## src/rtl/e_calc_pkg.sv

```systemverilog
`default_nettype none
// +----------------------------------------------------------------------+
// | e_calc_pkg : shared types for the e calculator and digit serializer  |
// | Rev 1.0                                                              |
// +----------------------------------------------------------------------+
package e_calc_pkg;

  localparam int WORD_W  = 16;
  localparam int DIGIT_W = 4;
  localparam int E_WORDS = 32;

  typedef logic [WORD_W-1:0]  word_t;
  typedef logic [DIGIT_W-1:0] digit_t;
  typedef word_t              e_words_t [0:E_WORDS-1];

  typedef enum logic [1:0] {
    IDLE = 2'd0,
    INT  = 2'd1,
    MUL  = 2'd2,
    OUT  = 2'd3
  } state_t;

  // Integer part saturates at 9 so it always fits one BCD digit.
  function automatic digit_t sat_digit(input word_t w);
    return (w > word_t'(9)) ? digit_t'(9) : w[DIGIT_W-1:0];
  endfunction

endpackage
`default_nettype wire

```

## src/rtl/e_mul10_word.sv

```systemverilog
`default_nettype none
// +----------------------------------------------------------------------+
// | e_mul10_word : one 16-bit limb of a multi-word multiply-by-10        |
// | Rev 1.0                                                              |
// +----------------------------------------------------------------------+
module e_mul10_word
  import e_calc_pkg::*;
(
  input  logic [WORD_W-1:0]  word,
  input  logic [DIGIT_W-1:0] cin,
  output logic [WORD_W-1:0]  prod,
  output logic [DIGIT_W-1:0] cout
);

  logic [WORD_W+DIGIT_W-1:0] ext;
  logic [WORD_W+DIGIT_W-1:0] sum;

  // 10*w = 8*w + 2*w; the 20-bit sum cannot overflow (65535*10+9 < 2^20)
  assign ext  = {{DIGIT_W{1'b0}}, word};
  assign sum  = (ext << 3) + (ext << 1) + {{WORD_W{1'b0}}, cin};
  assign prod = sum[WORD_W-1:0];
  assign cout = sum[WORD_W+DIGIT_W-1:WORD_W];

endmodule
`default_nettype wire

```

## src/rtl/e_dec_serializer.sv

```systemverilog
`default_nettype none
// +----------------------------------------------------------------------+
// | e_dec_serializer : streams a fixed-point value as BCD digits         |
// | Rev 1.0                                                              |
// +----------------------------------------------------------------------+
module e_dec_serializer
  import e_calc_pkg::*;
#(
  parameter int WORDS  = 32,
  parameter int DIGITS = 100
) (
  input  logic               clk,
  input  logic               rst_n,
  input  logic               load,
  input  logic [WORD_W-1:0]  in_data [0:WORDS-1],
  output logic               busy,
  output logic               dig_valid,
  input  logic               dig_ready,
  output logic [DIGIT_W-1:0] dig_data,
  output logic               dig_int,
  output logic               dig_last,
  output logic               int_ovf,
  output logic               done
);

  localparam int IDX_W = (WORDS > 2) ? $clog2(WORDS) : 1;
  localparam int CNT_W = $clog2(DIGITS + 1);
  localparam logic [IDX_W-1:0] IDX_TOP  = IDX_W'(WORDS - 1);
  localparam logic [IDX_W-1:0] IDX_ONE  = IDX_W'(1);
  localparam logic [CNT_W-1:0] CNT_LAST = CNT_W'(DIGITS - 1);
  localparam logic [CNT_W-1:0] CNT_ONE  = CNT_W'(1);

  state_t             state, state_nx;
  word_t              frac [1:WORDS-1];
  logic [IDX_W-1:0]   idx;
  digit_t             carry;
  digit_t             digit;
  logic [CNT_W-1:0]   count;
  word_t              mul_word;
  digit_t             mul_carry;
  logic               accept;
  logic               hs;
  logic               mul_end;
  logic               last;

  e_mul10_word u_mul10 (
    .word (frac[idx]),
    .cin  (carry),
    .prod (mul_word),
    .cout (mul_carry)
  );

  always_ff @(posedge clk or negedge rst_n) begin
    if (!rst_n) state <= IDLE;
    else        state <= state_nx;
  end

  always_comb begin
    state_nx  = state;
    accept    = 1'b0;
    hs        = 1'b0;
    mul_end   = 1'b0;
    last      = (count == CNT_LAST);
    busy      = (state != IDLE);
    dig_valid = (state == INT) || (state == OUT);
    dig_int   = (state == INT);
    dig_last  = (state == OUT) && last;
    dig_data  = digit;
    case (state)
      IDLE: if (load) begin
        accept   = 1'b1;
        state_nx = INT;
      end
      INT: if (dig_ready) begin
        hs       = 1'b1;
        state_nx = MUL;
      end
      MUL: if (idx == IDX_ONE) begin
        mul_end  = 1'b1;
        state_nx = OUT;
      end
      OUT: if (dig_ready) begin
        hs       = 1'b1;
        state_nx = last ? IDLE : MUL;
      end
      default: state_nx = IDLE;
    endcase
  end

  always_ff @(posedge clk or negedge rst_n) begin
    if (!rst_n) begin
      for (int i = 1; i < WORDS; i++) frac[i] <= '0;
      idx     <= '0;
      carry   <= '0;
      digit   <= '0;
      count   <= '0;
      int_ovf <= 1'b0;
      done    <= 1'b0;
    end else begin
      done <= 1'b0;
      if (accept) begin
        for (int i = 1; i < WORDS; i++) frac[i] <= in_data[i];
        digit   <= sat_digit(in_data[0]);
        int_ovf <= (in_data[0] > word_t'(9));
        count   <= '0;
      end
      if (hs) begin
        idx   <= IDX_TOP;
        carry <= '0;
      end
      if (hs && (state == OUT)) begin
        count <= count + CNT_ONE;
        if (last) done <= 1'b1;
      end
      // Least significant limb first so the carry ripples upward; the carry
      // out of the top limb is the next decimal digit.
      if (state == MUL) begin
        frac[idx] <= mul_word;
        carry     <= mul_carry;
        idx       <= idx - IDX_ONE;
        if (mul_end) digit <= mul_carry;
      end
    end
  end

endmodule
`default_nettype wire

```

## config.mk

```make
export PLATFORM = sky130hd
export DESIGN_NAME = e_dec_serializer
export DESIGN_NICKNAME = d
export VERILOG_FILES = /design/src/rtl/e_calc_pkg.sv /design/src/rtl/e_mul10_word.sv /design/src/rtl/e_dec_serializer.sv
export SDC_FILE = /design/constraint.sdc
export NUM_CORES = 1
export LEC_CHECK = 0
export BUFFER_PORTS_ARGS = -buffer_cell sky130_fd_sc_hd__buf_2
export CELL_PAD_IN_SITES_DETAIL_PLACEMENT = 0
export CELL_PAD_IN_SITES_GLOBAL_PLACEMENT = 1
export CORE_ASPECT_RATIO = 0.6
export CORE_UTILIZATION = 44
export DETAILED_ROUTE_END_ITERATION = 12
export PLACE_DENSITY_LB_ADDON = 0.05
export SLEW_MARGIN = 20
export SYNTH_ARGS = -nofsm -noshare
export SYNTH_HDL_FRONTEND = slang
export SYNTH_SLANG_ARGS = --single-unit
```

## constraint.sdc

```tcl
create_clock -name clk -period 5.45 [get_ports clk]
set_input_delay 1.09 -clock clk [delete_from_list [all_inputs] [get_ports clk]]
set_output_delay 1.09 -clock clk [all_outputs]
set_load 0.05 [all_outputs]
```

==> metrics.cfg, run 1 <==
[worst_setup_path]
cp.arrival_ps=5730
end_kind=flip-flop
worst-setup-path-type=flip-flop to flip-flop
reg2reg_from=idx[0]$_DFFE_PN0P_
start_kind=flip-flop
critPathLaunch=idx[0]$_DFFE_PN0P_
cp.required_ps=5990
crit_path_max_fanout=31

[clock_network]
cts_setup_buffers=0
clk_latency_ps=640
cts_buffer_depth=3
numCtsBuffers=52
h-tree-depth=2
cts_tree=yes
cts_root_buf=clkbuf_16
ctsHoldBuffers=0
ctsResizeCount=0
clkTransAtPathRegs_ps=60
cts_sinks=520

[hold_path]
hold_class=flip-flop to flip-flop
hold_start=int_ovf$_DFFE_PN0P_

[synthesis]
synth-seq-cells=520
syn_nets=3368
yosysUniqueCellTypes=64
ys_warn_count=0
synth_top_area_share_pct=45.1
ys_top_cells_by_area=dfrtp_1 45%, mux2i_1 17%, mux4_2 8.4%, o21ai_0 7.9%, nand2_1 6.2%
seq_area_frac_synth_pct=45.1
yosys.area.top_type=dfrtp_1
avgSynthCellArea_um2=10.2
synth_cells=2814
syn-cell-area_um2=28800
ys.flop_type=dfrtp_1
synth-edff-count=0
synthArstFlopShare_pct=100

[die]
initial_core_util_pct=44.6
rows=72
die_h_um=200
core_um2=64600
ioPinCount=526
die_area_um2=66600
die_w_um=332

[route]
viasPerCell=5.87
drt_iter0_markers=2408
post_drt_wl_per_cell_um=27.5
drtAntennaViolNets=0
drt_pass1_iterations=6
wl_um=114000
drc=0
dr_total_vias=24400

[grt]
grt_overflow_total=0
antenna_found_initial=19
track_usage_pct=34.2
grt_pass1_vias=24200
grt_first_pass_wirelength_um=166000
grt_max_degree=115

[finish]
layout-drive-gt1-share_pct=27.9
syn_to_final_growth_pct=20.1
fillers=5857
nets=3801

[timing]
grt_setup_unrepaired=no
fmax_mhz=193
tightest_slew_ps=1140
fin_crit_ps=5190
fin_crit_sh_pct=95.2
hold_violations=0
tns_ps=0
setup_viol=0
slew_headroom_pct=23.9
finalClockSkew_ps=30.4
slew_violations=0

[placement]
gp_congestion=0.907
io_buffers=525
place_hpwl_um=84200

[run_status]
outcome=finished, final reports clean

[flow_run]
cap_violations=0

[per-layer routing]
layer	share of wire [%]	global-route usage [%]
met1	45	49.6
met2	44	49.5
met3	9.5	9.86
met4	2.0	9.51
met5	0.024	0
[registers in the layout, indices dropped and copies added, names as in the netlist]
register / flops
frac: 496
count: 7
idx: 5
carry: 4
dig_data: 4
state: 2
done: 1
int_ovf: 1
[area by class of cell]
type                            count  area [µm²]  area share [%]
Timing Repair Buffer              636        3700            10.7
Sequential cell                   520       13000            37.6
Clock inverter                     20         245           0.708
Antenna cell                       16        40.0           0.116
Tap cell                          851        1060            3.07
Inverter                           12        45.0           0.130
Multi-Input combinational cell   2025       14900            43.2
Clock buffer                       76        1570            4.54
[cells in the mapped netlist (12+ instances only)]
cell and instances:
a211oi_1 36, a21oi_1 45, a21oi_2 30, a22oi_1 42, a31oi_1 16, and2_1 33, buf_2 76, clkbuf_1 171
dfrtp_1 520, ha_1 36, inv_1 12, mux2i_1 476, mux4_2 108, nand2_1 476, nand3_1 43, nand4_1 16
nor2_1 97, o21ai_0 457, o21ai_1 15
[worst max-delay path, cell delays in order, from the launching register on]
cell,delay (ps)
dfrtp_4,650
buf_6,350
mux4_2,600
a22oi_1,540
nand4_1,270
ha_1,340
ha_1,440
nand3_1,160
nor3_1,420
o21bai_1,160
a21boi_0,390
mux2i_4,320
buf_12,250
nand3_1,100
o21ai_0,100
[layout by cell type, fill, tap and decap left out, drive strengths merged, types with 3 or more instances in the layout]
cell type	n
buf	636
dfrtp	520
nand2	476
mux2i	476
o21ai	472
mux4	108
nor2	97
clkbuf	76
a21oi	75
nand3	43
a22oi	42
a211oi	37
ha	36
and2	34
diode	16
a31oi	16
nand4	16
inv	13
clkinv	12
nor3	8
a21o	8
xor2	8
xnor2	6
and3	5
o22ai	5
bufinv	5
a221oi	5
nor2b	4
nor3b	3
a22o	3
and4	3
a21boi	3
or3b	3
[worst paths after layout]
check	end	slack, ps	cells after the start
setup / recovery	frac[430]$_DFF_PN0_	260	14
hold / removal	int_ovf$_DFFE_PN0P_	500	2
setup reg to reg	frac[430]$_DFF_PN0_	260	14
hold reg to reg	int_ovf$_DFFE_PN0P_	500	2
max in group asynchronous	frac[46]$_DFF_PN0_	3660	2
min in group asynchronous	frac[317]$_DFF_PN0_	510	1
[metrics by stage]
step	hold WS [ps]	util, %	worst slack, ps	std cells	instance area [µm²]
5_1_grt	513	53.6	31.2	4154	34600
3_5_place_dp	487	50.7	305	4044	32800
3_3_place_gp	483	50.7	314	4044	32700
4_1_cts	495	53.5	282	4140	34600
6_report	496	53.6	260	4156	34600
2_1_floorplan	457	-	1100	2814	28800
[cells by family (layout without fill, tap and decap cells)]
family / count (synthesis) / in the layout / synth area share (%)
and+or+nand+nor: 707 / 707 / 10.3
other: 0 / 16 / 0
muxes: 585 / 585 / 25.0
AOI/OAI and AO/OA: 681 / 681 / 13.4
adders and majority gates: 38 / 38 / 1.70
xor gates and xnor gates: 14 / 14 / 0.451
DFF: 520 / 520 / 45.1
buffers and inverters: 269 / 744 / 3.95
Power of run 1 is left out: the tool's default activity adds up to more than one toggle a clock period on the data nets, which glitch-free logic cannot reach.
==> run 2: changes to the inputs <==
Settings changed: RECOVER_POWER from default to 100.
==> run 2 against run 1 <==
  * The run now ends with max-capacitance violations, max-slew violations left
  * Worst setup slack worse by 140 ps
  * Via count is 0.20% lower
  * Wire length increased by 0.11%
  * Clock skew decreased by 2.5 ps
  * Critical path type unchanged
  * Design area fell by 1.0%
  * Hold slack gained 1.4 ps
==> metrics.cfg, run 2 (same netlist as run 1, synthesis figures left out) <==
[finish]
top_register=frac  ; unchanged
fillers=5932  ; was 5857
most-common-layout-cells=517 x dfrtp_1, 514 x buf_2, 476 x nand2_1  ; was 524 x buf_2, 517 x dfrtp_1, 475 x nand2_1, 475 x mux2i_1, 457 x o21ai_0
nets=3801  ; unchanged
top_regs=frac: 496 flops, count: 7 flops, idx: 5 flops  ; unchanged
layout-drive-gt1-share_pct=26.5  ; was 27.9%
largest_reg_flops=496  ; unchanged
syn_to_final_growth_pct=18.9  ; was 20.1%
layout_commonest_cell=dfrtp_1  ; was buf_2

[route]
met1_length_um=51400  ; was 51300 µm
post_drt_wl_per_cell_um=27.5  ; about the same
wl_um=114000  ; about the same
drtAntennaViolNets=0  ; unchanged
met3RoutedLength_um=10800  ; was 10900 µm
routed.top_layer=met5  ; unchanged
drt_pass1_iterations=6  ; unchanged
dr_total_vias=24300  ; was 24400
viasPerCell=5.86  ; was 5.87
drc=0  ; unchanged
wl_met2_um=49800  ; was 49700 µm
drt_iter0_markers=2299  ; was 2408

[timing]
fmax_mhz=188  ; was 193 MHz
fin_crit_sh_pct=97.7  ; was 95.2%
setup_viol=0  ; unchanged
slew_headroom_pct=-113  ; was 23.9%
slew_violations=479  ; was 0
tns_ps=0  ; unchanged
grt_setup_unrepaired=no  ; unchanged
fin_crit_ps=5330  ; was 5190 ps
hold_violations=0  ; unchanged
finalClockSkew_ps=27.8  ; was 30.4 ps
tightest_slew_ps=3190  ; was 1140 ps

[worst_setup_path]
critPathTopFamily=buffers and inverters  ; was compound AO/OA/AOI/OAI gates
cp.required_ps=5990  ; about the same
path_cells=buf_6, mux4_2, a22oi_1, nand4_1, ha_1, ha_1, nand3_1, nor3_1, nor2_1, xnor2_1, clkbuf_2, nand2_1, o21ai_0  ; was buf_6, mux4_2, a22oi_1, nand4_1, ha_1, ha_1, nand3_1, nor3_1, o21bai_1, a21boi_0, mux2i_4, buf_12, nand3_1, o21ai_0
cp.arrival_ps=5860  ; was 5730 ps
end_kind=flip-flop  ; unchanged
start_kind=flip-flop  ; unchanged
cp_slowest_stage_delay_ps=690  ; was 650 ps
crit_path_max_fanout=20  ; was 31
slowest_stage=clkbuf_2  ; was dfrtp_4
worst-setup-path-type=flip-flop to flip-flop  ; unchanged
cp.buffers_inverters=2  ; unchanged
crit_top_cell=ha_1

[die]
die_h_um=200  ; unchanged
rows=72  ; unchanged
ioPinCount=526  ; unchanged
die_area_um2=66600  ; unchanged
initial_core_util_pct=44.6  ; unchanged
core_um2=64600  ; unchanged
die_w_um=332  ; unchanged

[clock_network]
clk_latency_ps=640  ; about the same
clkTransAtPathRegs_ps=70  ; was 60 ps
cts_buffer_depth=3  ; unchanged
numCtsBuffers=52  ; unchanged
cts_sinks=520  ; unchanged
h-tree-depth=2  ; unchanged
ctsHoldBuffers=0  ; unchanged
cts_root_buf=clkbuf_16  ; unchanged
cts_tree=yes  ; unchanged

[hold_path]
hold_class=flip-flop to flip-flop  ; unchanged

[placement]
place_hpwl_um=84200  ; unchanged
io_buffers=525  ; unchanged
gp_congestion=0.907  ; unchanged

[grt]
grt_pass1_vias=24200  ; unchanged
grt_overflow_total=0  ; unchanged
grt_max_degree=115  ; unchanged
grt_first_pass_wirelength_um=166000  ; unchanged
antenna_found_initial=19  ; unchanged
track_usage_pct=34.2  ; unchanged

[run_status]
outcome=finished, violations left  ; was finished, final reports clean
violations=max-capacitance violations, max-slew violations

[flow_run]
cap_violations=8  ; was 0

==> run 2: cell count changes in the layout (fill, tap and decap cells not counted), sizes merged <==
cell    delta
clkbuf    +40
buf       -40
==> run 2: layer usage <==
layer  global-route usage, %  vias up
li1                        -    11000
met1                    49.6    12300
met4                    9.51        2
met3                    9.86      114
met2                    49.5     1005
met5                       0        -
==> run 2: metrics by stage <==
stage	instances	hold WS [ps]	setup slack [ps]	utilization, %	area (µm²)
after global placement	4044	483	314	50.7	32700
after floorplan	2814	457	1100	-	28800
after global routing	4154	518	30.2	53.1	34300
after CTS	4140	495	282	53.5	34600
final	4156	497	123	53.1	34300
after detailed placement	4044	487	305	50.7	32800
==> run 2: timing repair <==
item,CTS,global route
buffers inserted,0,0
setup endpoints to repair,0,10
resized for setup,0,2
==> run 2: area by class of cell <==
type / instances / area [µm²] / area share (%)
inverter: 12 / 45.0 / 0.131
clock inverter: 20 / 245 / 0.715
timing repair buffer: 636 / 3510 / 10.2
clock buffer: 76 / 1570 / 4.59
sequential: 520 / 13000 / 38.0
antenna: 16 / 40.0 / 0.117
tap: 851 / 1060 / 3.11
multi-input combinational: 2025 / 14800 / 43.1
==> run 2: worst paths after layout <==
path	startpoint	end	slack (ps)	cells after the start
max	idx[0]$_DFFE_PN0P_	frac[170]$_DFF_PN0_	120	13
min	count[6]$_DFFE_PN0P_	count[6]$_DFFE_PN0P_	500	1
max reg2reg	idx[0]$_DFFE_PN0P_	frac[170]$_DFF_PN0_	120	13
min reg2reg	count[6]$_DFFE_PN0P_	count[6]$_DFFE_PN0P_	500	1
max in group asynchronous	rst_n	frac[344]$_DFF_PN0_	860	2
min in group asynchronous	rst_n	frac[317]$_DFF_PN0_	1430	1
Power of run 2 is left out for the same reason.
